## src/rtl/masked_sbox_random_gen_pkg.sv

```systemverilog
// Shared types, LFSR constants and step functions for the masking-randomness source.
// Pure declarations: no latency, no flow control.
package masked_sbox_random_gen_pkg;

    localparam int PRNG_STATE_WIDTH = 128;
    // Feedback taps for x^128+x^127+x^126+x^121+1, as a mask over s[127:0] (bits 127,126,125,120)
    localparam logic [PRNG_STATE_WIDTH-1:0] PRNG_TAPS = 128'hE100_0000_0000_0000_0000_0000_0000_0000;
    localparam logic [PRNG_STATE_WIDTH-1:0] PRNG_ZERO_SEED_SUB = 128'h1;
    localparam int PRNG_MAX_OUT = 256;

    typedef enum logic {
        STAGE_HPC1,
        STAGE_HPC3
    } stage_type_e;

    localparam stage_type_e DEFAULT_STAGE_TYPE = STAGE_HPC3;

    typedef enum logic [1:0] {
        ST_IDLE,
        ST_WARMUP,
        ST_RUN
    } gen_state_e;

    typedef struct packed {
        logic [PRNG_MAX_OUT-1:0]     bits;
        logic [PRNG_STATE_WIDTH-1:0] state;
    } prng_res_t;

    // Per share pair: front GF(16) multiplier 4, bv4 inverse 4, stage-4 multipliers 8; HPC1 adds an 8-bit refresh
    function automatic int num_canright_inv_random(input int num_shares, input stage_type_e stage);
        int pairs;
        pairs = num_shares * (num_shares - 1) / 2;
        return (stage == STAGE_HPC1) ? 24 * pairs : 16 * pairs;
    endfunction

    // One LFSR step: {next_state, emitted bit}
    function automatic logic [PRNG_STATE_WIDTH:0] prng_step(input logic [PRNG_STATE_WIDTH-1:0] s);
        return {s[PRNG_STATE_WIDTH-2:0], ^(s & PRNG_TAPS), s[PRNG_STATE_WIDTH-1]};
    endfunction

    function automatic prng_res_t prng_steps(input logic [PRNG_STATE_WIDTH-1:0] state, input int n);
        prng_res_t r;
        logic [PRNG_STATE_WIDTH:0] st;
        r.state = state;
        r.bits  = '0;
        for (int i = 0; i < PRNG_MAX_OUT; i++) begin
            if (i < n) begin
                st         = prng_step(r.state);
                r.state    = st[PRNG_STATE_WIDTH:1];
                r.bits[i]  = st[0];
            end
        end
        return r;
    endfunction

endpackage

```

## src/rtl/masked_sbox_random_gen_if.sv

```systemverilog
// Seed / randomness bus between the generator and its seed source and consumer.
// Signal bundle only: no latency, no flow control of its own.
interface masked_sbox_random_gen_if import masked_sbox_random_gen_pkg::*; #(
    parameter int NUM_RANDOM = 16
);
    logic [PRNG_STATE_WIDTH-1:0] in_seed;
    logic                        in_seed_valid;
    logic                        out_seed_ready;
    logic                        in_enable;
    logic [NUM_RANDOM-1:0]       out_random;
    logic                        out_random_valid;
    logic                        out_reseed_req;

    modport master (
        output in_seed, in_seed_valid, in_enable,
        input  out_seed_ready, out_random, out_random_valid, out_reseed_req
    );

    modport slave (
        input  in_seed, in_seed_valid, in_enable,
        output out_seed_ready, out_random, out_random_valid, out_reseed_req
    );
endinterface

```

## src/rtl/masked_sbox_random_gen_lfsr.sv

```systemverilog
// Unrolled 128-bit Fibonacci LFSR: STEPS steps of next state plus the bits emitted on the way.
// Purely combinational, no flow control.
module prng_lfsr128_unrolled import masked_sbox_random_gen_pkg::*; #(
    parameter int STEPS = 16
) (
    input  logic [PRNG_STATE_WIDTH-1:0] state_i,
    output logic [PRNG_STATE_WIDTH-1:0] next_state_o,
    output logic [STEPS-1:0]            word_o
);
    logic [PRNG_STATE_WIDTH-1:0] s;

    always_comb begin
        s      = state_i;
        word_o = '0;
        for (int i = 0; i < STEPS; i++) begin
            {s, word_o[i]} = prng_step(s);
        end
        next_state_o = s;
    end
endmodule

```

## src/rtl/masked_sbox_random_gen.sv

```systemverilog
// Seeded, warm-up-gated masking-randomness source; out_random is a direct view of the LFSR state register.
// Valid WARMUP_CYCLES edges after seed accept; a word is replaced on the edge after in_enable, else held.
module masked_sbox_random_gen import masked_sbox_random_gen_pkg::*; #(
    parameter int          NUM_SHARES      = 2,
    parameter stage_type_e STAGE_TYPE      = DEFAULT_STAGE_TYPE,
    parameter int          NUM_RANDOM      = num_canright_inv_random(NUM_SHARES, STAGE_TYPE),
    parameter int          WARMUP_CYCLES   = 16,
    parameter int          RESEED_INTERVAL = 0
) (
    input logic                     in_clock,
    input logic                     in_reset,
    masked_sbox_random_gen_if.slave bus
);
    localparam int WCNT_W = (WARMUP_CYCLES > 0) ? $clog2(WARMUP_CYCLES + 1) : 1;
    localparam int RCNT_W = (RESEED_INTERVAL > 0) ? $clog2(RESEED_INTERVAL + 1) : 1;

    gen_state_e                  state_q, state_d;
    logic [PRNG_STATE_WIDTH-1:0] lfsr_q, lfsr_d, lfsr_adv, seed_fix;
    logic [WCNT_W-1:0]           wcnt_q, wcnt_d;
    logic [RCNT_W-1:0]           rcnt_q, rcnt_d;
    logic [NUM_RANDOM-1:0]       word;
    logic                        seed_rdy, rnd_vld, seed_acc;

    prng_lfsr128_unrolled #(.STEPS(NUM_RANDOM)) u_lfsr (
        .state_i      (lfsr_q),
        .next_state_o (lfsr_adv),
        .word_o       (word)
    );

    // An all-zero state would lock the LFSR forever
    assign seed_fix = (bus.in_seed == '0) ? PRNG_ZERO_SEED_SUB : bus.in_seed;

    always_comb begin
        state_d  = state_q;
        lfsr_d   = lfsr_q;
        wcnt_d   = wcnt_q;
        rcnt_d   = rcnt_q;
        seed_rdy = 1'b0;
        rnd_vld  = 1'b0;
        unique case (state_q)
            ST_IDLE: begin
                seed_rdy = 1'b1;
            end
            ST_WARMUP: begin
                lfsr_d = lfsr_adv;
                wcnt_d = wcnt_q + 1'b1;
                if (int'(wcnt_q) + 1 >= WARMUP_CYCLES) begin
                    state_d = ST_RUN;
                end
            end
            ST_RUN: begin
                seed_rdy = 1'b1;
                rnd_vld  = 1'b1;
                if (bus.in_enable) begin
                    lfsr_d = lfsr_adv;
                    if ((RESEED_INTERVAL != 0) && (int'(rcnt_q) < RESEED_INTERVAL)) begin
                        rcnt_d = rcnt_q + 1'b1;
                    end
                end
            end
            default: begin
                state_d = ST_IDLE;
            end
        endcase

        // A seed load takes priority over any advance in the same cycle
        seed_acc = bus.in_seed_valid & seed_rdy;
        if (seed_acc) begin
            lfsr_d  = seed_fix;
            wcnt_d  = '0;
            rcnt_d  = '0;
            state_d = (WARMUP_CYCLES == 0) ? ST_RUN : ST_WARMUP;
        end
    end

    always_ff @(posedge in_clock or posedge in_reset) begin
        if (in_reset) begin
            state_q <= ST_IDLE;
            lfsr_q  <= '0;
            wcnt_q  <= '0;
            rcnt_q  <= '0;
        end else begin
            state_q <= state_d;
            lfsr_q  <= lfsr_d;
            wcnt_q  <= wcnt_d;
            rcnt_q  <= rcnt_d;
        end
    end

    assign bus.out_random       = word;
    assign bus.out_random_valid = rnd_vld;
    assign bus.out_seed_ready   = seed_rdy;
    assign bus.out_reseed_req   = (RESEED_INTERVAL != 0) && (int'(rcnt_q) == RESEED_INTERVAL)
                                  && (state_q == ST_RUN);
endmodule

```

## src/flat_wrapper.sv

```systemverilog
// flat-port wrapper written by rule: the top's interface ports become plain ports
module masked_sbox_random_gen_flat import masked_sbox_random_gen_pkg::*;
#(
    parameter int          NUM_SHARES      = 2,
    parameter stage_type_e STAGE_TYPE      = DEFAULT_STAGE_TYPE,
    parameter int          NUM_RANDOM      = num_canright_inv_random(NUM_SHARES, STAGE_TYPE),
    parameter int          WARMUP_CYCLES   = 16,
    parameter int          RESEED_INTERVAL = 0
)
  (in_clock, in_reset, bus_in_seed, bus_in_seed_valid, bus_in_enable, bus_out_seed_ready, bus_out_random, bus_out_random_valid, bus_out_reseed_req);
  masked_sbox_random_gen_if #(.NUM_RANDOM(NUM_RANDOM)) bus_i ();
  input logic in_clock;
  input logic in_reset;
  input wire logic [$bits(bus_i.in_seed)-1:0] bus_in_seed;
  input wire logic [$bits(bus_i.in_seed_valid)-1:0] bus_in_seed_valid;
  input wire logic [$bits(bus_i.in_enable)-1:0] bus_in_enable;
  output wire logic [$bits(bus_i.out_seed_ready)-1:0] bus_out_seed_ready;
  output wire logic [$bits(bus_i.out_random)-1:0] bus_out_random;
  output wire logic [$bits(bus_i.out_random_valid)-1:0] bus_out_random_valid;
  output wire logic [$bits(bus_i.out_reseed_req)-1:0] bus_out_reseed_req;
  assign bus_i.in_seed = bus_in_seed;
  assign bus_i.in_seed_valid = bus_in_seed_valid;
  assign bus_i.in_enable = bus_in_enable;
  assign bus_out_seed_ready = bus_i.out_seed_ready;
  assign bus_out_random = bus_i.out_random;
  assign bus_out_random_valid = bus_i.out_random_valid;
  assign bus_out_reseed_req = bus_i.out_reseed_req;
  masked_sbox_random_gen #(.NUM_SHARES(NUM_SHARES), .STAGE_TYPE(STAGE_TYPE), .NUM_RANDOM(NUM_RANDOM), .WARMUP_CYCLES(WARMUP_CYCLES), .RESEED_INTERVAL(RESEED_INTERVAL)) u_core (.in_clock(in_clock), .in_reset(in_reset), .bus(bus_i));
endmodule
```

## config.mk

```make
export PLATFORM = sky130hd
export DESIGN_NAME = masked_sbox_random_gen_flat
export DESIGN_NICKNAME = d
export VERILOG_FILES = /design/src/rtl/masked_sbox_random_gen_pkg.sv /design/src/rtl/masked_sbox_random_gen_if.sv /design/src/rtl/masked_sbox_random_gen_lfsr.sv /design/src/rtl/masked_sbox_random_gen.sv /design/src/flat_wrapper.sv
export SDC_FILE = /design/constraint.sdc
export NUM_CORES = 1
export LEC_CHECK = 0
export CORE_ASPECT_RATIO = 0.75
export CORE_MARGIN = 4
export CORE_UTILIZATION = 45
export DETAILED_ROUTE_END_ITERATION = 6
export HOLD_SLACK_MARGIN = 0.15
export PLACE_DENSITY = 0.76
export SYNTH_ARGS = -nofsm -noshare
export SYNTH_HDL_FRONTEND = slang
export SYNTH_SLANG_ARGS = --single-unit
```

## constraint.sdc

```tcl
create_clock -name in_clock -period 4.44 [get_ports in_clock]
set_input_delay 0.888 -clock in_clock [delete_from_list [all_inputs] [get_ports in_clock]]
set_output_delay 0.888 -clock in_clock [all_outputs]
set_load 0.02 [all_outputs]
```

==> impl_results.md <==
* Outcome: completed
* Slowest CP cell: clkdlybuf4s50_1
* Synth Area in XOR/XNOR at 5.715%
* Initial DRC count at 416
* Synth warn at 0
* Post-synth EDFFs at 0
* Antenna violations before repair at 0
* Clk slew on worst S/H paths at 0.06 ns
* DRT Wirelength at 20,410 um
* DR vias at 5,705
* Worst Path Arrival at 1.97 ns
* Main synth FF type: dfrtp_1
* Fillers at 1,251
* CORE AREA at 0.01474 sq mm
* DRC at 0
* Peak supply drop at 398.4 uV
* Remaining antenna violation count at 0
* Cell count after synthesis at 700
* Most common cell after layout, fill and taps aside: clkdlybuf4s50_1
* Die area at 0.01739 sq mm
* H-tree Lvls at 4
* Number of global-route vias before repair at 5,637
* PnR worst setup slack at 1.585 ns
* Place WS at 1.531 ns
* Post-Syn Nets at 837
* Post-CTS sizing at 0
* Number of port buffers at 149
* Hold WC Path Type: flip-flop to flip-flop
* Worst path depth at 4
* Max Clk Rate at 350.2 MHz
* GRT Residual Overflow at 0
* Met1 usage at 36.18%
* CP max FO at 4
* Setup crit start kind: flip-flop
* M3 GR Usage at 5.162%
* CTS tree: built
* Endpoints failing hold at 0
* Initial core utilization at 46.79%
* Post-Syn Area at 0.006897 sq mm
* Postcts setup bufs at 0
* Final period utilization at 64.31%
* Post-layout util at 61.84%
* Die Y at 115.2 um
* Boundary pin count at 151
* Hold Crit Depth at 2
* Reg2reg path depth at 8
* Global-route wire length before repair at 31,520 um
* Largest family of logic cells by synthesized area: multiplexers
* Critical path class: flip-flop to primary output
* CTS root buffer: clkbuf_16
* Ant. Diodes at 0
* CP delay by family, top: buffers and inverters
* Post-Synth Adder-Cell Area at 0.9071%
* CP Data Required Time at 3.55 ns
* CP peak stage delay at 0.55 ns
* Clock Sinks at 135
* Crit-path cells: inv_1, ha_1, or2_1, clkdlybuf4s50_1
* Max-cap violations at 0
* Number of buffers and inverters on the critical path at 2
* Distinct cells, synth at 27
* FF+latch count, synth at 135
* Setup TNS at 0 ns
* R2r setup slk at 2.09 ns
* Share of layout cells above drive strength 1 at 5.226%
* Min Tclk post-route at 2.855 ns
* Cell row count at 38
* Number of buffers created by CTS at 17
* Area delta synth->final at 32.17%
* Largest net degree at the start of global routing at 90
* Pre-Repair DR Iteration Count at 5
* LEAKAGE at 3.640 nW
* Total power at 7.329 mW
* # setup viols final at 0
* Simple-gate share of the synthesized area at 12.34%
* Most frequent cells in the layout: clkdlybuf4s50_1, nand2_1, dfrtp_1
* Vias/cell at 5.475
* Gr usage total at 24.05%
* Max Buffers Root-to-Sink at 2
* Multiplexer share of the synthesized area at 16.40%
* HPWL after DPL at 15,220 um
* RSZ-0062 raised after global routing: no
* Hold Buf Count CTS at 0
* Clk Latency, worst-skew pair at 0.42 ns
* Crit. End Element: primary output
* Post-Layout Cell Count at 1,042
* Gpl congestion at 0.8567
* Mean post-synth cell area at 9.852 sq um
* Worst Clk Skew at 0.01102 ns
* Met2 usage at 35.79%
* Worst-margin pin slew at 0.9044 ns
* Synth Area in Compound Gates at 11.57%
* Slew HR at 39.56%
* Wirelength per Cell at 19.59 um
* PD cells at 804.0 mW/mm^2
* Placed Instances at 1,010
* Grt peak-use layer: met1
* Final Slew Violations at 0
* Async SR Flop Fraction at 100.0%
* Width of the die at 151.0 um
* Final nets at 966
* Register area share after synthesis at 48.98%
report_power, final:
part / total, mW / leakage [nW] / internal, mW / switching (mW)
clock network: 1.46 / 0.281 / 0.900 / 0.558
logic: 3.48 / 1.67 / 1.46 / 2.02
registers: 2.39 / 1.69 / 1.86 / 0.531
metrics by stage:
step	hold WS, ns	area [sq um]
floorplan	0.4492	6900
global placement	0.4619	8501
detailed placement	0.4695	8501
CTS	0.4840	9115
global route	0.4942	9115
finish	0.4823	9115
path summary, 6_finish.rpt:
path / endpoint / startpoint
max in group asynchronous: u_core.lfsr_q[85] / in_reset
max: bus_out_seed_ready / u_core.state_q[0]
max reg2reg: u_core.lfsr_q[0] / u_core.state_q[0]
min: u_core.lfsr_q[35] / u_core.lfsr_q[35]
min in group asynchronous: u_core.lfsr_q[23] / in_reset
min reg2reg: u_core.lfsr_q[35] / u_core.lfsr_q[35]
state kept, by name (all words and copies together), names as in the netlist:
name,flops
u_core.state_q,2
u_core.wcnt_q,5
u_core.lfsr_q,128
worst reg2reg max path, stage by stage (launching register included):
cell and delay [ns]:
dfrtp_1 0.38, inv_1 0.10, ha_1 0.25, o21a_4 0.31, a21oi_4 0.56, buf_12 0.33, a21oi_1 0.08, a21oi_1 0.17
nor2_1 0.05
cells in the mapped netlist (all sizes together) (3+ instances only):
cell    number  area [sq um]
ha           5         62.56
nand4       10         62.56
a21oi        5         36.29
inv          3         11.26
xor2         5         43.79
o21ai      143         715.7
nand2      143         536.8
buf         30         198.9
clkbuf      18         67.56
nor4        34         212.7
mux2i      113          1131
xnor2       40         350.3
dfrtp      135          3378
nor2         7         26.28
cell families after synthesis:
group | count (synthesis)
xor+xnor | 45
compound gates | 154
fa+ha+maj | 5
other cells | 1
flops | 135
simple gates | 196
mux | 113
buf+inv | 51
area by class of cell:
type	instances	area [sq um]	area share, %
sequential	135	3378	37.06
multi-input combinational	514	3248	35.63
timing repair buffer	158	1609	17.65
clock buffer	18	439.2	4.818
tap	200	250.2	2.745
clock inverter	14	175.2	1.922
inverter	3	15.01	0.1647
per-layer routing:
layer,wire (um),up-vias
met5,0,-
met4,300,0
met3,1643,25
met2,9122,231
met1,9344,2742
li1,-,2707
(Power assumes the default switching activity.)
